**config.mk**
```make
export PLATFORM = sky130hd
export DESIGN_NAME = axonerve_kvs_cmd_issuer
export DESIGN_NICKNAME = d
export VERILOG_FILES = /design/src/rtl/axonerve_kvs_pkg.sv /design/src/rtl/axonerve_kvs_cmd_hold.sv /design/src/rtl/axonerve_kvs_cmd_issuer.sv
export SDC_FILE = /design/constraint.sdc
export NUM_CORES = 1
export LEC_CHECK = 0
export CORE_MARGIN = 10
export CORE_UTILIZATION = 40
export CTS_CLUSTER_DIAMETER = 200
export CTS_CLUSTER_SIZE = 10
export DETAILED_ROUTE_END_ITERATION = 12
export MAX_ROUTING_LAYER = met4
export PLACE_DENSITY = 0.72
export REMOVE_ABC_BUFFERS = 1
export SLEW_MARGIN = 5
export SYNTH_ARGS = -nofsm -noshare
export SYNTH_HDL_FRONTEND = slang
export SYNTH_SLANG_ARGS = --single-unit
```
**constraint.sdc**
```tcl
create_clock -name I_CLK -period 3 [get_ports I_CLK]
set_clock_uncertainty 0.05 [all_clocks]
set_input_delay 0.45 -clock I_CLK [delete_from_list [all_inputs] [get_ports I_CLK]]
set_output_delay 0.45 -clock I_CLK [all_outputs]
set_load 0.005 [all_outputs]
```
**src/rtl/axonerve_kvs_pkg.sv**
```systemverilog
// Shared types and constants for the Axonerve KVS command path.
//   kvs_op_t      : 3-bit opcode (5..7 are illegal and never issued)
//   kvs_cmd_t     : one packed request (op, key, mask, priority, value)
//   iss_state_t   : command issuer FSM states
//   kvs_op_legal  : opcode legality check
//   kvs_op_onehot : opcode to {erase, write, read, search, update} select
package axonerve_kvs_pkg;

  localparam int unsigned KVS_KEY_W = 128;
  localparam int unsigned KVS_VAL_W = 32;
  localparam int unsigned KVS_PRI_W = 7;

  typedef enum logic [2:0] {
    OpErase  = 3'd0,
    OpWrite  = 3'd1,
    OpRead   = 3'd2,
    OpSearch = 3'd3,
    OpUpdate = 3'd4
  } kvs_op_t;

  typedef struct packed {
    kvs_op_t                op;
    logic [KVS_KEY_W-1:0]   key;
    logic [KVS_KEY_W-1:0]   msk;
    logic [KVS_PRI_W-1:0]   pri;
    logic [KVS_VAL_W-1:0]   value;
  } kvs_cmd_t;

  typedef enum logic [1:0] {
    StWaitReady = 2'd0,
    StRun       = 2'd1,
    StDrain     = 2'd2,
    StInit      = 2'd3
  } iss_state_t;

  function automatic logic kvs_op_legal(input logic [2:0] op);
    return op <= 3'd4;
  endfunction

  // Bit order matches {ERASE, WRITE, READ, SEARCH, UPDATE}.
  function automatic logic [4:0] kvs_op_onehot(input kvs_op_t op);
    logic [4:0] sel;
    sel = 5'b00000;
    unique case (op)
      OpErase:  sel = 5'b10000;
      OpWrite:  sel = 5'b01000;
      OpRead:   sel = 5'b00100;
      OpSearch: sel = 5'b00010;
      OpUpdate: sel = 5'b00001;
      default:  sel = 5'b00000;
    endcase
    return sel;
  endfunction

endpackage

```
**src/rtl/axonerve_kvs_cmd_hold.sv**
```systemverilog
// One-entry hold register between the upstream request stream and the issuer.
//   I_CLK, I_RST : clock, synchronous active-high reset
//   I_EN         : accepting allowed (issuer in RUN)
//   I_VALID/O_READY/I_CMD : upstream request handshake and payload
//   I_FIRE       : held command is issued this cycle (frees the entry)
//   O_VALID/O_CMD: held command
//   O_ILLEGAL    : pulse, an accepted request had an illegal opcode and was dropped
module axonerve_kvs_cmd_hold
  import axonerve_kvs_pkg::*;
(
  input  logic     I_CLK,
  input  logic     I_RST,
  input  logic     I_EN,
  input  logic     I_VALID,
  output logic     O_READY,
  input  kvs_cmd_t I_CMD,
  input  logic     I_FIRE,
  output logic     O_VALID,
  output kvs_cmd_t O_CMD,
  output logic     O_ILLEGAL
);

  logic     valid_q;
  kvs_cmd_t cmd_q;
  logic     accept;
  logic     legal;

  // Ready does not look at I_VALID; a firing entry can be replaced in the same cycle.
  assign O_READY   = I_EN && (!valid_q || I_FIRE);
  assign accept    = I_VALID && O_READY;
  assign legal     = kvs_op_legal(I_CMD.op);
  assign O_ILLEGAL = accept && !legal;

  always_ff @(posedge I_CLK) begin
    if (I_RST) begin
      valid_q <= 1'b0;
      cmd_q   <= '0;
    end else if (accept) begin
      // Illegal ops are taken off the stream but never become valid.
      valid_q <= legal;
      cmd_q   <= I_CMD;
    end else if (I_FIRE) begin
      valid_q <= 1'b0;
    end
  end

  assign O_VALID = valid_q;
  assign O_CMD   = cmd_q;

endmodule

```
**src/rtl/axonerve_kvs_cmd_issuer.sv**
```systemverilog
// Command issuer in front of axonerve_kvs_kernel.
//   I_CLK, I_RST          : clock, synchronous active-high reset
//   I_INIT_REQ            : request kernel re-initialisation (latched outside RUN)
//   I_REQ_*, O_REQ_READY  : upstream request stream
//   I_KERNEL_*            : kernel status and ack
//   O_CMD_*, O_KEY_*, O_EKEY_MSK : registered one-hot command interface to the kernel
//   O_OUTSTANDING, O_ISSUED_CNT, O_ACK_CNT, O_BUSY, O_ERR : status for host readout
module axonerve_kvs_cmd_issuer
  import axonerve_kvs_pkg::*;
#(
  parameter int unsigned MAX_OUTSTANDING = 16,
  parameter int unsigned CNT_W           = 32
) (
  input  logic             I_CLK,
  input  logic             I_RST,
  input  logic             I_INIT_REQ,
  input  logic             I_REQ_VALID,
  output logic             O_REQ_READY,
  input  logic [2:0]       I_REQ_OP,
  input  logic [127:0]     I_REQ_KEY,
  input  logic [127:0]     I_REQ_MSK,
  input  logic [6:0]       I_REQ_PRI,
  input  logic [31:0]      I_REQ_VALUE,
  input  logic             I_KERNEL_READY,
  input  logic             I_KERNEL_WAIT,
  input  logic             I_KERNEL_CMD_FULL,
  input  logic             I_KERNEL_ACK,
  output logic             O_CMD_INIT,
  output logic             O_CMD_VALID,
  output logic             O_CMD_ERASE,
  output logic             O_CMD_WRITE,
  output logic             O_CMD_READ,
  output logic             O_CMD_SEARCH,
  output logic             O_CMD_UPDATE,
  output logic [127:0]     O_KEY_DAT,
  output logic [127:0]     O_EKEY_MSK,
  output logic [6:0]       O_KEY_PRI,
  output logic [31:0]      O_KEY_VALUE,
  output logic [7:0]       O_OUTSTANDING,
  output logic [CNT_W-1:0] O_ISSUED_CNT,
  output logic [CNT_W-1:0] O_ACK_CNT,
  output logic             O_BUSY,
  output logic [1:0]       O_ERR
);

  localparam logic [7:0] MaxOut = 8'(MAX_OUTSTANDING);

  iss_state_t       state_q;
  logic             init_pend_q;
  logic             cmd_init_q;
  logic             cmd_valid_q;
  logic [4:0]       cmd_sel_q;
  logic [127:0]     key_q;
  logic [127:0]     msk_q;
  logic [6:0]       pri_q;
  logic [31:0]      value_q;
  logic [7:0]       outstanding_q;
  logic [CNT_W-1:0] issued_q;
  logic [CNT_W-1:0] ack_cnt_q;
  logic [1:0]       err_q;

  kvs_cmd_t req_cmd;
  kvs_cmd_t hold_cmd;
  logic     hold_valid;
  logic     illegal_drop;
  logic     fire;

  always_comb begin
    req_cmd       = '0;
    req_cmd.op    = kvs_op_t'(I_REQ_OP);
    req_cmd.key   = I_REQ_KEY;
    req_cmd.msk   = I_REQ_MSK;
    req_cmd.pri   = I_REQ_PRI;
    req_cmd.value = I_REQ_VALUE;
  end

  // Credit check uses the registered count, so an ack only frees credit next cycle.
  assign fire = hold_valid && I_KERNEL_READY && !I_KERNEL_WAIT && !I_KERNEL_CMD_FULL &&
                (outstanding_q < MaxOut) && ((state_q == StRun) || (state_q == StDrain));

  axonerve_kvs_cmd_hold u_hold (
    .I_CLK     (I_CLK),
    .I_RST     (I_RST),
    .I_EN      (state_q == StRun),
    .I_VALID   (I_REQ_VALID),
    .O_READY   (O_REQ_READY),
    .I_CMD     (req_cmd),
    .I_FIRE    (fire),
    .O_VALID   (hold_valid),
    .O_CMD     (hold_cmd),
    .O_ILLEGAL (illegal_drop)
  );

  always_ff @(posedge I_CLK) begin
    if (I_RST) begin
      state_q       <= StWaitReady;
      init_pend_q   <= 1'b0;
      cmd_init_q    <= 1'b0;
      cmd_valid_q   <= 1'b0;
      cmd_sel_q     <= 5'b00000;
      key_q         <= '0;
      msk_q         <= '0;
      pri_q         <= '0;
      value_q       <= '0;
      outstanding_q <= '0;
      issued_q      <= '0;
      ack_cnt_q     <= '0;
      err_q         <= 2'b00;
    end else begin
      cmd_init_q <= 1'b0;
      unique case (state_q)
        StWaitReady: if (I_KERNEL_READY) state_q <= StRun;
        StRun: begin
          init_pend_q <= 1'b0;
          if (I_INIT_REQ || init_pend_q) state_q <= StDrain;
        end
        StDrain: begin
          if (!hold_valid && (outstanding_q == 8'd0)) begin
            state_q    <= StInit;
            cmd_init_q <= 1'b1;
          end
        end
        StInit:  state_q <= StWaitReady;
        default: state_q <= StWaitReady;
      endcase
      // Init requests outside RUN are remembered until RUN is reached again.
      if ((state_q != StRun) && I_INIT_REQ) init_pend_q <= 1'b1;

      cmd_valid_q <= fire;
      cmd_sel_q   <= fire ? kvs_op_onehot(hold_cmd.op) : 5'b00000;
      if (fire) begin
        key_q   <= hold_cmd.key;
        msk_q   <= hold_cmd.msk;
        pri_q   <= hold_cmd.pri;
        value_q <= hold_cmd.value;
      end

      if (fire && !I_KERNEL_ACK) begin
        outstanding_q <= outstanding_q + 8'd1;
      end else if (I_KERNEL_ACK && !fire) begin
        if (outstanding_q == 8'd0) err_q[1] <= 1'b1;
        else                       outstanding_q <= outstanding_q - 8'd1;
      end

      if (fire)         issued_q  <= issued_q + 1'b1;
      if (I_KERNEL_ACK) ack_cnt_q <= ack_cnt_q + 1'b1;
      if (illegal_drop) err_q[0]  <= 1'b1;
    end
  end

  assign O_CMD_INIT    = cmd_init_q;
  assign O_CMD_VALID   = cmd_valid_q;
  assign O_CMD_ERASE   = cmd_sel_q[4];
  assign O_CMD_WRITE   = cmd_sel_q[3];
  assign O_CMD_READ    = cmd_sel_q[2];
  assign O_CMD_SEARCH  = cmd_sel_q[1];
  assign O_CMD_UPDATE  = cmd_sel_q[0];
  assign O_KEY_DAT     = key_q;
  assign O_EKEY_MSK    = msk_q;
  assign O_KEY_PRI     = pri_q;
  assign O_KEY_VALUE   = value_q;
  assign O_OUTSTANDING = outstanding_q;
  assign O_ISSUED_CNT  = issued_q;
  assign O_ACK_CNT     = ack_cnt_q;
  assign O_ERR         = err_q;
  assign O_BUSY        = (state_q != StRun) || hold_valid || (outstanding_q != 8'd0);

endmodule

```
==> impl_metrics.yaml <==
global_route:
  overflow: 0
  grt_pass1_vias: 21500
  grt_pass1_wl_um: 123000
  grt_max_degree: 151
  grt_util_all_layers_pct: 22.5
  antenna_found_initial: 17
drt:
  avgRoutedWirePerCell_um: 18.1
  route.detailed.drc: 0
  finalWirelength_um: 81000
  initialDrtViolationCount: 1675
  vias: 22400
  drt_pass1_iterations: 7
  via_per_inst: 4.99
  ant_nets: 0
power:
  intPower_w: 0.0158
  peakVddDrop_v: 0.000490
  power_frac_comb_pct: 15.8
  p_sw_w: 0.00573
  power_frac_clock_pct: 38.0
  cellPowerDensity_mw_per_mm2: 629
  pwr-share-seq_pct: 46.3
  p_total_w: 0.0215
  switching_share_pct: 26.6
  power_leakage_nw: 11.5
worst_setup_path:
  worst-path-max-fanout: 4
  worstSetupEndpointType: "output port"
  rrSetupSlack_ns: 0.19
  r2r_start: "state_q[0]"
  worstSetupStartpointType: "register"
  worstPathArrival_ns: 2.38
  reg2reg_depth: 11
  worstPathRequired_ns: 2.50
  crit_path_start: "state_q[1]"
  worst-setup-path-type: "reg -> out"
logic_synthesis:
  ys_top_cells_by_area: "dfxtp_1 56%, nand2_1 19%, a21oi_1 13%, clkbuf_1 2.4%, xnor2_1 1.2%"
  yosys.area.top_type: "dfxtp_1"
  syn-cell-area_mm2: 0.0241
  ys_types: 52
  synth_edf_count: 0
  ys.flop_type: "dfxtp_1"
  synth-seq-cells: 678
  synth_top_area_share_pct: 56.2
  synth_cells: 3042
  syn_avg_cell_area_um2: 7.94
  synthArstFlopShare_pct: 0
  yosys_warnings: 0
  ys_seq_area_share_pct: 56.2
floorplan:
  io-pin-count: 684
  core_area_mm2: 0.0600
  initial_core_util_pct: 40.2
  die_w_um: 266
  die_area_mm2: 0.0706
  die_y_um: 266
  std_cell_rows: 90
timing:
  tightest_slew_ns: 0.923
  finalSetupViolCount: 0
  timing.final.crit_share_pct: 96.0
  slew_violations: 0
  fin_ws_ns: 0.119
  finalHoldViolCount: 0
  max_freq_mhz: 347
  min_period_ns: 2.88
  relSlewSlack_pct: 38.4
  rsz0062_at_grt: "false"
  setup_tns_ns: 0
final_layout:
  final_cell_mix: "1219 x nand2_1, 682 x clkdlybuf4s50_1, 678 x dfxtp_1"
  num-fill-cells: 5409
  drive_gt1_share_pct: 5.02
  syn2layout_area_growth_pct: 41.9
  nets: 3996
  final_common_cell: "nand2_1"
  fin_util_pct: 57.1
  final_cell_count_no_fill: 4481
placement:
  place_ws_ns: -0.117
  dpl.hpwl_um: 57600
  gp_congestion: 0.861
  dp.cells: 4379
  io_buffer_count: 683
flow_run:
  drv_cap: 0
min_path:
  hp-start: "I_RST"
  hold_depth: 2
  hold_class: "in -> reg"
status:
  status: "completed"
clock_network:
  htree_levels: 3
  cts.sinks: 678
  clkTransAtPathRegs_ns: 0.05
  cts_buffer_depth: 3
  clock_latency_ns: 0.63
  cts_inserted_buffers: 77
  cts_tree: "built"
  cts-root-buf: "clkbuf_16"
  ctsHoldBuffers: 0
-- final timing paths --
check / endpoint
setup / recovery: O_REQ_READY
hold / removal: u_hold.O_CMD[86]
setup reg to reg: O_OUTSTANDING[7]
hold reg to reg: O_KEY_DAT[84]
-- worst max-delay path, cell delays in order, from the launching register on --
cell             delay, ns
dfxtp_1               0.35
inv_1                 0.07
ha_1                  0.30
and3_2                0.24
nand3_4               0.13
a21boi_1              0.16
clkdlybuf4s50_1       0.53
-- routing by layer --
metal	global-route usage [%]	up-vias	part of all wire, %
met5	-	-	0
met4	10.3	0	4.2
met3	7.59	150	8.3
met2	36.6	656	48
met1	24.8	10400	39
li1	-	11100	-
-- cells by family (layout without fill, tap and decap cells) --
group,after synthesis,in the layout,share of synthesized area [%]
buffers and inverters,235,875,3.93
AO/OA/AOI/OAI,662,662,14.0
multiplexers,4,4,0.171
adder cells (fa/ha/maj),14,14,0.756
AND/OR/NAND/NOR,1402,1402,23.2
XOR/XNOR,47,47,1.70
other,0,17,0
flip-flops,678,678,56.2
-- per-stage QoR --
stage,area (um2),hold WS (ns)
after floorplan,23300,0.380
after global routing,34300,0.179
after global placement,32100,0.386
after detailed placement,32100,0.393
after CTS,34200,0.150
final,34300,0.184
-- cell usage after synthesis (2+ instances only) --
cell / number
nor4_1: 14
nor2b_1: 2
or3_1: 16
xnor2_1: 34
nand2_1: 1219
o2111ai_1: 2
buf_1: 5
inv_1: 23
nand2b_1: 3
nor3_1: 11
o21ai_0: 16
dfxtp_1: 678
and4_1: 6
nand4_2: 2
buf_2: 50
or4_1: 7
a21oi_1: 622
a211oi_1: 3
o211ai_1: 2
xor2_1: 13
ha_1: 13
and2_1: 4
o31ai_1: 6
nor2_1: 62
nand3_1: 24
nand4_1: 17
and3_1: 6
clkbuf_1: 156
mux2i_1: 3
-- registers in the layout, summed over array words and instances (netlist names) --
name	count
O_ACK_CNT	32
O_CMD_INIT	1
O_CMD_VALID	1
O_ISSUED_CNT	32
O_OUTSTANDING	8
O_ERR	2
u_hold.O_CMD	298
cmd_sel_q	5
init_pend_q	1
O_KEY_PRI	7
O_KEY_VALUE	32
O_KEY_DAT	128
O_EKEY_MSK	128
u_hold.O_VALID	1
state_q	2
-- area by class of cell --
| cell class | instances | area (um2) | area share (%) |
|---|---|---|---|
| sequential | 678 | 13600 | 39.6 |
| timing repair buffer | 767 | 7840 | 22.9 |
| tap | 782 | 978 | 2.86 |
| inverter | 23 | 86.3 | 0.252 |
| multi-input combinational | 2129 | 9650 | 28.2 |
| clock buffer | 78 | 1940 | 5.66 |
| antenna | 17 | 42.5 | 0.124 |
| clock inverter | 7 | 151 | 0.442 |
-- power groups by stage --
stage | logic, W | registers, W | clock network, W
after floorplan | 0.00188 | 0.0101 | 0
after global placement | 0.00336 | 0.0101 | 0
after detailed placement | 0.00340 | 0.0102 | 0
after CTS | 0.00342 | 0.00997 | 0.00835
after global routing | 0.00377 | 0.0100 | 0.00873
final | 0.00339 | 0.00997 | 0.00818
-- timing repair --
action | 4_1_cts | 5_1_grt
setup buffers | 0 | 0
setup endpoints to repair | 1 | 1
resized for setup | 1 | 1
No activity file was read; power rests on OpenSTA's default activity.
